**config.mk**
```make
export PLATFORM = sky130hd
export DESIGN_NAME = uart_rx
export DESIGN_NICKNAME = d
export VERILOG_FILES = /design/src/rtl/uart_pkg.sv /design/src/rtl/uart_rx_tick.sv /design/src/rtl/uart_rx.sv
export SDC_FILE = /design/constraint.sdc
export NUM_CORES = 1
export LEC_CHECK = 0
export ABC_AREA = 1
export CELL_PAD_IN_SITES_DETAIL_PLACEMENT = 1
export CELL_PAD_IN_SITES_GLOBAL_PLACEMENT = 1
export CORE_ASPECT_RATIO = 0.9
export CORE_MARGIN = 2
export CORE_UTILIZATION = 49
export CTS_BUF_LIST = sky130_fd_sc_hd__clkbuf_16
export DETAILED_ROUTE_END_ITERATION = 10
export DONT_BUFFER_PORTS = 1
export PLACE_DENSITY = 0.84
export SLEW_MARGIN = 10
export SYNTH_ARGS = -nofsm -noshare
export SYNTH_HDL_FRONTEND = slang
export SYNTH_SLANG_ARGS = --single-unit
```
**constraint.sdc**
```tcl
create_clock -name clk -period 2.08 [get_ports clk]
set_input_delay 0.416 -clock clk [delete_from_list [all_inputs] [get_ports clk]]
set_output_delay 0.416 -clock clk [all_outputs]
set_load 0.005 [all_outputs]
```
**src/rtl/uart_pkg.sv**
```systemverilog
// rtl/uart_pkg.sv - shared UART types, constants and divider rounding
//
// Purpose: receiver FSM state encoding, frame width and the clock-divider
// rounding helper used by both the receiver tick generator and the
// transmitter baud generator.
// Ports: none (package).

package uart_pkg;

    typedef enum logic [1:0] {
        IDLE  = 2'd0,
        START = 2'd1,
        DATA  = 2'd2,
        STOP  = 2'd3
    } rx_state_t;

    localparam int DATA_BITS = 8;

    // Clocks per tick, rounded to nearest and never below one so that a
    // too-fast rate still yields a working (every-cycle) tick.
    function automatic int div_round(input int clk_hz, input int rate);
        int q;
        q = (clk_hz + rate / 2) / rate;
        return (q < 1) ? 1 : q;
    endfunction

endpackage

```
**src/rtl/uart_rx_tick.sv**
```systemverilog
// rtl/uart_rx_tick.sv - free-running oversample tick divider
//
// Purpose: emits a one-clock tick every DIV clocks.
// Ports:
//   clk   - system clock
//   reset - synchronous active-low reset; counter returns to 0
//   tick  - high for one clock when the counter is at DIV-1

module uart_rx_tick #(
    parameter int DIV = 1
) (
    input  logic clk,
    input  logic reset,
    output logic tick
);

    localparam int CW = (DIV > 1) ? $clog2(DIV) : 1;
    localparam logic [CW-1:0] LAST = CW'(DIV - 1);

    logic [CW-1:0] cnt;

    always_ff @(posedge clk) begin
        if (!reset) begin
            cnt <= '0;
        end else if (cnt == LAST) begin
            cnt <= '0;
        end else begin
            cnt <= cnt + 1'b1;
        end
    end

    // With DIV == 1 the counter stays at 0 and tick is permanently high.
    assign tick = (cnt == LAST);

endmodule

```
**src/rtl/uart_rx.sv**
```systemverilog
// rtl/uart_rx.sv - 8N1 UART receiver with mid-bit majority voting
//
// Purpose: synchronises and oversamples serial_rx, votes three samples
// around each bit centre, and holds completed bytes until read.
// Ports:
//   clk         - system clock
//   reset       - synchronous active-low reset
//   serial_rx   - asynchronous serial line, idle high
//   rx_read     - one-cycle pulse consuming the held byte
//   data_out    - last received byte
//   rx_valid    - data_out holds an unread byte
//   frame_error - one-cycle pulse when the stop bit votes low
//   overrun     - one-cycle pulse when an unread byte is overwritten
//   busy        - receiver is inside a frame

module uart_rx
    import uart_pkg::*;
#(
    parameter int CLK_HZ     = 50000000,
    parameter int BAUD       = 115200,
    parameter int OVERSAMPLE = 16
) (
    input  logic                 clk,
    input  logic                 reset,
    input  logic                 serial_rx,
    input  logic                 rx_read,
    output logic [DATA_BITS-1:0] data_out,
    output logic                 rx_valid,
    output logic                 frame_error,
    output logic                 overrun,
    output logic                 busy
);

    localparam int DIV = div_round(CLK_HZ, BAUD * OVERSAMPLE);
    localparam int SCW = $clog2(OVERSAMPLE);
    localparam int IW  = $clog2(DATA_BITS);

    localparam logic [SCW-1:0] SC_LAST = SCW'(OVERSAMPLE - 1);
    localparam logic [SCW-1:0] SC_V0   = SCW'(OVERSAMPLE / 2 - 1);
    localparam logic [SCW-1:0] SC_V1   = SCW'(OVERSAMPLE / 2);
    localparam logic [SCW-1:0] SC_DEC  = SCW'(OVERSAMPLE / 2 + 1);
    localparam logic [IW-1:0]  BIT_LAST = IW'(DATA_BITS - 1);

    logic tick;
    logic rx_meta;
    logic rx_s;

    rx_state_t            state, state_next;
    logic [SCW-1:0]       sc, sc_next;
    logic [IW-1:0]        bit_idx, bit_idx_next;
    logic [DATA_BITS-1:0] shreg, shreg_next;
    logic [1:0]           votes, votes_next;
    logic                 armed, armed_next;
    logic                 byte_done, byte_done_next;
    logic                 ferr_next;
    logic                 decide;
    logic                 majority;

    uart_rx_tick #(
        .DIV (DIV)
    ) u_tick (
        .clk   (clk),
        .reset (reset),
        .tick  (tick)
    );

    // Two-flop synchroniser; reset high so a reset never looks like a start bit.
    always_ff @(posedge clk) begin
        if (!reset) begin
            rx_meta <= 1'b1;
            rx_s    <= 1'b1;
        end else begin
            rx_meta <= serial_rx;
            rx_s    <= rx_meta;
        end
    end

    // The third vote is the live synchronised sample at the decision tick.
    assign decide   = tick && (sc == SC_DEC);
    assign majority = (votes[0] & votes[1]) | (votes[0] & rx_s) | (votes[1] & rx_s);

    always_comb begin
        state_next     = state;
        sc_next        = sc;
        bit_idx_next   = bit_idx;
        shreg_next     = shreg;
        votes_next     = votes;
        armed_next     = armed;
        byte_done_next = 1'b0;
        ferr_next      = 1'b0;

        // A break (line held low) must see the line high again before the
        // next falling edge can start a frame.
        if (tick && rx_s) begin
            armed_next = 1'b1;
        end

        if (tick && (state != IDLE)) begin
            if (sc == SC_V0) begin
                votes_next[0] = rx_s;
            end
            if (sc == SC_V1) begin
                votes_next[1] = rx_s;
            end
            sc_next = (sc == SC_LAST) ? '0 : sc + 1'b1;
        end

        case (state)
            IDLE: begin
                if (tick && !rx_s && armed) begin
                    state_next = START;
                    sc_next    = '0;
                end
            end
            START: begin
                if (decide) begin
                    if (!majority) begin
                        state_next   = DATA;
                        bit_idx_next = '0;
                    end else begin
                        // Too short to be a start bit: drop it silently.
                        state_next = IDLE;
                    end
                end
            end
            DATA: begin
                if (decide) begin
                    shreg_next   = {majority, shreg[DATA_BITS-1:1]};
                    bit_idx_next = bit_idx + 1'b1;
                    if (bit_idx == BIT_LAST) begin
                        state_next = STOP;
                    end
                end
            end
            STOP: begin
                // Leaving at mid-stop-bit gives half a bit of slack before
                // the next start edge.
                if (decide) begin
                    state_next = IDLE;
                    if (majority) begin
                        byte_done_next = 1'b1;
                    end else begin
                        ferr_next  = 1'b1;
                        armed_next = 1'b0;
                    end
                end
            end
            default: begin
                state_next = IDLE;
            end
        endcase
    end

    always_ff @(posedge clk) begin
        if (!reset) begin
            state     <= IDLE;
            sc        <= '0;
            bit_idx   <= '0;
            shreg     <= '0;
            votes     <= '0;
            armed     <= 1'b0;
            byte_done <= 1'b0;
        end else begin
            state     <= state_next;
            sc        <= sc_next;
            bit_idx   <= bit_idx_next;
            shreg     <= shreg_next;
            votes     <= votes_next;
            armed     <= armed_next;
            byte_done <= byte_done_next;
        end
    end

    // Holding register. A completion in the same cycle as a read wins, so
    // the fresh byte stays valid and no overrun is reported.
    always_ff @(posedge clk) begin
        if (!reset) begin
            data_out    <= '0;
            rx_valid    <= 1'b0;
            frame_error <= 1'b0;
            overrun     <= 1'b0;
        end else begin
            frame_error <= ferr_next;
            overrun     <= 1'b0;
            if (byte_done) begin
                data_out <= shreg;
                rx_valid <= 1'b1;
                overrun  <= rx_valid && !rx_read;
            end else if (rx_read && rx_valid) begin
                rx_valid <= 1'b0;
            end
        end
    end

    assign busy = (state != IDLE);

endmodule
```
==> results.md <==
* Max-capacitance violation count at 0
* Area share of and/or/nand/nor cells after synthesis at between 30% and 40%
* Minimum clock period after layout at 1.56 ns
* Sort of element at the start of the critical path: flip-flop
* List of cells traversed by the critical path: inv_1 -> ha_1 -> nand2_2 -> nor2_8 -> nand2_2 -> nor2_1 -> o21ai_0 -> a21oi_1
* Wire length of the first global-routing pass at 6.79 mm
* Final hold violation count at 0
* Leakage Power at 0.869 nW
* Dominant cell type by count on the critical path: sky130_fd_sc_hd__nand2_2
* Hold/Removal Path Class: primary input to flip-flop
* WP data arrival at 1.77 ns
* Adder-cell share of the synthesized area at 5.21%
* Relative slew margins at between 70% and 80%
* Die boundary width at around 66 microns
* Endpoint class of the critical path: flip-flop
* Areal power density over the cells at 810 nW/um^2
* Cell area after technology mapping at 1680 sq um
* Share of synthesized area occupied by flip-flops and latches at 46.4%
* Area fraction in compound gates after synthesis at 8.93%
* Floorplan die area at approximately 3900 sq um
* Slowest-stage cell, CP: sky130_fd_sc_hd__dfxtp_1
* Hold_sp: rx_read
* Flops & latches, synth at 39
* Layout filler cell count at 420
* Final cell area excluding filler cells at 1860 sq um
* Portion of netlist area occupied by mux cells at 0%
* Number of post-CTS setup repair buffers at 0
* Area of the core at ~3300 sq um
* Share of post-route cells with drive strength above 1 at between 10% and 20%
* Reg-to-reg startpoint: u_tick.cnt[0]$_SDFF_PP0_
* Result of the run: completed
* GR Overflow Total at 0
* Transition time at the pin with the least slew margin at about 0.39 ns
* EDFF count, synth at 0
* Reg-to-reg setup timing slack at around 0.52 ns
* Skew final at 0.00204 ns
* Hold Crit Endpoint: overrun$_SDFF_PN0_
* R2R Path End: votes[0]$_SDFFE_PN0P_
* Gate count after technology mapping at approximately 220
* Final standard cell utilization of the core at a little under three fifths
* Clock root cell: sky130_fd_sc_hd__clkbuf_16
* Starting density of the core at between 50% and 60%
* Synthesis-to-layout area growth at 10.7%
* Peak Freq at approximately 640 MHz
* Initial antenna violation count at 0
* Via count at 1387
* Resized Gates After CTS at 0
* Worst skew pair latency at roughly 0.28 ns
* Worst hold path cell count at 1
* Total area of multi-input combinational cells at 801 sq um
* TritonCTS clock tree: built
* Weighted congestion reported at the end of routability-driven placement at ~0.76
* Unrepaired setup endpoints after global routing: no
* Final setup TNS at 0 ns
* Total clock buffers created by CTS at 5
* Antenna Nets Post-Route at 0
* Count of cells along the worst register-to-register path at 8
* Maximum number of pins on one net before global-route repair at 27
* Nets at about 230
* Seq. cell area at 781 sq um
* Combinational family with the most area after synthesis: simple AND/OR/NAND/NOR gates
* Synth async-reset ratio at 0%
* Number of library cell types mapped by synthesis at 26
* Antenna diode count at 0
* Worst setup path class: flip-flop to flip-flop
* Area after detailed placement at 1720 sq um
* Clock slew at reported path FFs at roughly 0.060 ns
* Post-Synth XOR/XNOR Area at 2.08%
* Port Buffers at 0
* CTS H-tree depth at 2
* Number of pins exceeding their max-slew limit in the final report at 0
* Die boundary height at between 50 and 60 microns
* DRC viols at 0
* Critical path data required time at ~2.3 ns
* Placement Rows at 20
* Most instantiated flip-flop cell in the synthesis netlist: sky130_fd_sc_hd__dfxtp_1
* Avg Cell Area, Syn at ~8 sq um
* Boundary pin count at 16
* First drt pass iteration count at 4
* Number of setup violations in the final report at 0
* Portion of the clock cycle consumed by the worst path in the final layout at roughly 75%
* Largest incremental delay on the critical path at 0.33 ns
* Total track usage at between 20% and 30%
* Drt first-iter violations at 31
* Via count of the first global-routing pass at ~1500
* Post-detailed-route wirelength per cell at 15.3 microns
* CTS Buffer Depth at 2
* Post-synth net total at ~230
* Yosys warning total at 0
* Number of buffers added to fix hold violations after cts at 0
* Sink count of the clock tree at 39
* Routed via count divided by cell count at 5.25
* HPWL Detailed at 2.85 mm
* Critical-path maximum fanout at 7
* Sum of internal, switching and leakage power at around 1.5 mW
* Maximum VDD drop at 0.726 mV
* Wire length after detailed routing at 4.04 mm
-- where the power goes --
| part | total [mW] | switching [mW] | leakage [nW] | internal (mW) |
|---|---|---|---|---|
| clock | 0.725 | 0.289 | 0.0696 | 0.436 |
| combinational | 0.0229 | 0.0135 | 0.484 | 0.00932 |
| sequential | 0.760 | 0.00609 | 0.315 | 0.754 |
| total | 1.51 | 0.308 | 0.869 | 1.20 |
-- worst max-delay path: cells and delay by family, from the launching register on --
family,cells,cell delay [ns]
AO/OA/AOI/OAI,2,0.25
adder cells (fa/ha/maj),1,0.17
buffers and inverters,1,0.06
flip-flops,1,0.33
AND/OR/NAND/NOR,4,0.67
-- cells by family after synthesis --
| kind of cell | Yosys count |
|---|---|
| and+or+nand+nor | 110 |
| DFF | 39 |
| AOI/OAI and AO/OA | 30 |
| buffers and inverters | 26 |
| adders and majority gates | 7 |
| xor gates and xnor gates | 4 |
-- metrics by stage --
stage | setup slack [ns] | std cells | hold WS (ns)
floorplan | 0.770 | 216 | 0.393
global placement | 0.683 | 257 | 0.398
detailed placement | 0.576 | 257 | 0.418
CTS | 0.556 | 264 | 0.207
global route | 0.419 | 264 | 0.217
finish | 0.524 | 264 | 0.212
-- layer usage --
metal	vias up	routed length, microns	global-route usage [%]	part of all wire (%)
met2	23	2070	42.4	51
met4	0	67	9.82	1.7
met5	-	0	0	0
met3	7	156	6.46	3.9
met1	666	1750	26.8	43
li1	691	-	-	-
-- state kept, by name (all words and copies together), names as in the netlist, named ones only --
| register | flops |
|---|---|
| u_tick.cnt | 5 |
| armed | 1 |
| byte_done | 1 |
| rx_valid | 1 |
| sc | 4 |
| rx_s | 1 |
| data_out | 8 |
| overrun | 1 |
| shreg | 8 |
| rx_meta | 1 |
| frame_error | 1 |
| state | 1 |
| votes | 2 |
| bit_idx | 3 |
-- Yosys cell counts, types with 2 or more instances --
cell	number	area share, %
sky130_fd_sc_hd__buf_2	2	0.60
sky130_fd_sc_hd__o21ai_0	22	6.5
sky130_fd_sc_hd__nand2_1	20	4.5
sky130_fd_sc_hd__inv_1	18	4.0
sky130_fd_sc_hd__nor2_1	57	13
sky130_fd_sc_hd__nand2_4	2	1.3
sky130_fd_sc_hd__xor2_1	3	1.6
sky130_fd_sc_hd__nor2_4	2	1.3
sky130_fd_sc_hd__dfxtp_1	39	46
sky130_fd_sc_hd__inv_2	4	0.89
sky130_fd_sc_hd__nand2_2	4	1.5
sky130_fd_sc_hd__nand4_1	2	0.74
sky130_fd_sc_hd__ha_1	7	5.2
sky130_fd_sc_hd__nand3_1	11	3.3
sky130_fd_sc_hd__nor3_2	2	1.2
sky130_fd_sc_hd__or2_2	4	1.5
sky130_fd_sc_hd__a21oi_1	8	2.4
-- cells in the final DEF (no fill, tap or decap), types with 2 or more instances in the layout --
master	count
sky130_fd_sc_hd__nor2_1	57
sky130_fd_sc_hd__dfxtp_1	39
sky130_fd_sc_hd__o21ai_0	22
sky130_fd_sc_hd__nand2_1	20
sky130_fd_sc_hd__inv_1	18
sky130_fd_sc_hd__nand3_1	11
sky130_fd_sc_hd__a21oi_1	8
sky130_fd_sc_hd__ha_1	7
sky130_fd_sc_hd__clkbuf_16	5
sky130_fd_sc_hd__nand2_2	4
sky130_fd_sc_hd__inv_2	4
sky130_fd_sc_hd__or2_2	4
sky130_fd_sc_hd__xor2_1	3
sky130_fd_sc_hd__nand2_4	2
sky130_fd_sc_hd__nor2_4	2
sky130_fd_sc_hd__nand4_1	2
sky130_fd_sc_hd__nor3_2	2
-- area by class of cell --
cell class / count / area share (%)
clock buffer: 5 / 6.72
clock inverter: 2 / 0.739
tap: 44 / 2.96
sequential: 39 / 41.9
multi-input combinational: 151 / 43.0
inverter: 23 / 4.64
-- worst max-delay path by stage --
stage	startpoint	end	slack [ns]
2_1_floorplan	u_tick.cnt[0]$_SDFF_PP0_	sc[3]$_SDFF_PN0_	0.77
3_3_place_gp	u_tick.cnt[0]$_SDFF_PP0_	sc[3]$_SDFF_PN0_	0.68
3_5_place_dp	u_tick.cnt[0]$_SDFF_PP0_	votes[1]$_SDFFE_PN0P_	0.58
4_1_cts	u_tick.cnt[0]$_SDFF_PP0_	sc[0]$_SDFF_PN0_	0.56
5_1_grt	u_tick.cnt[0]$_SDFF_PP0_	sc[3]$_SDFF_PN0_	0.42
6_report	u_tick.cnt[0]$_SDFF_PP0_	votes[0]$_SDFFE_PN0P_	0.52
(Power assumes the default switching activity.)
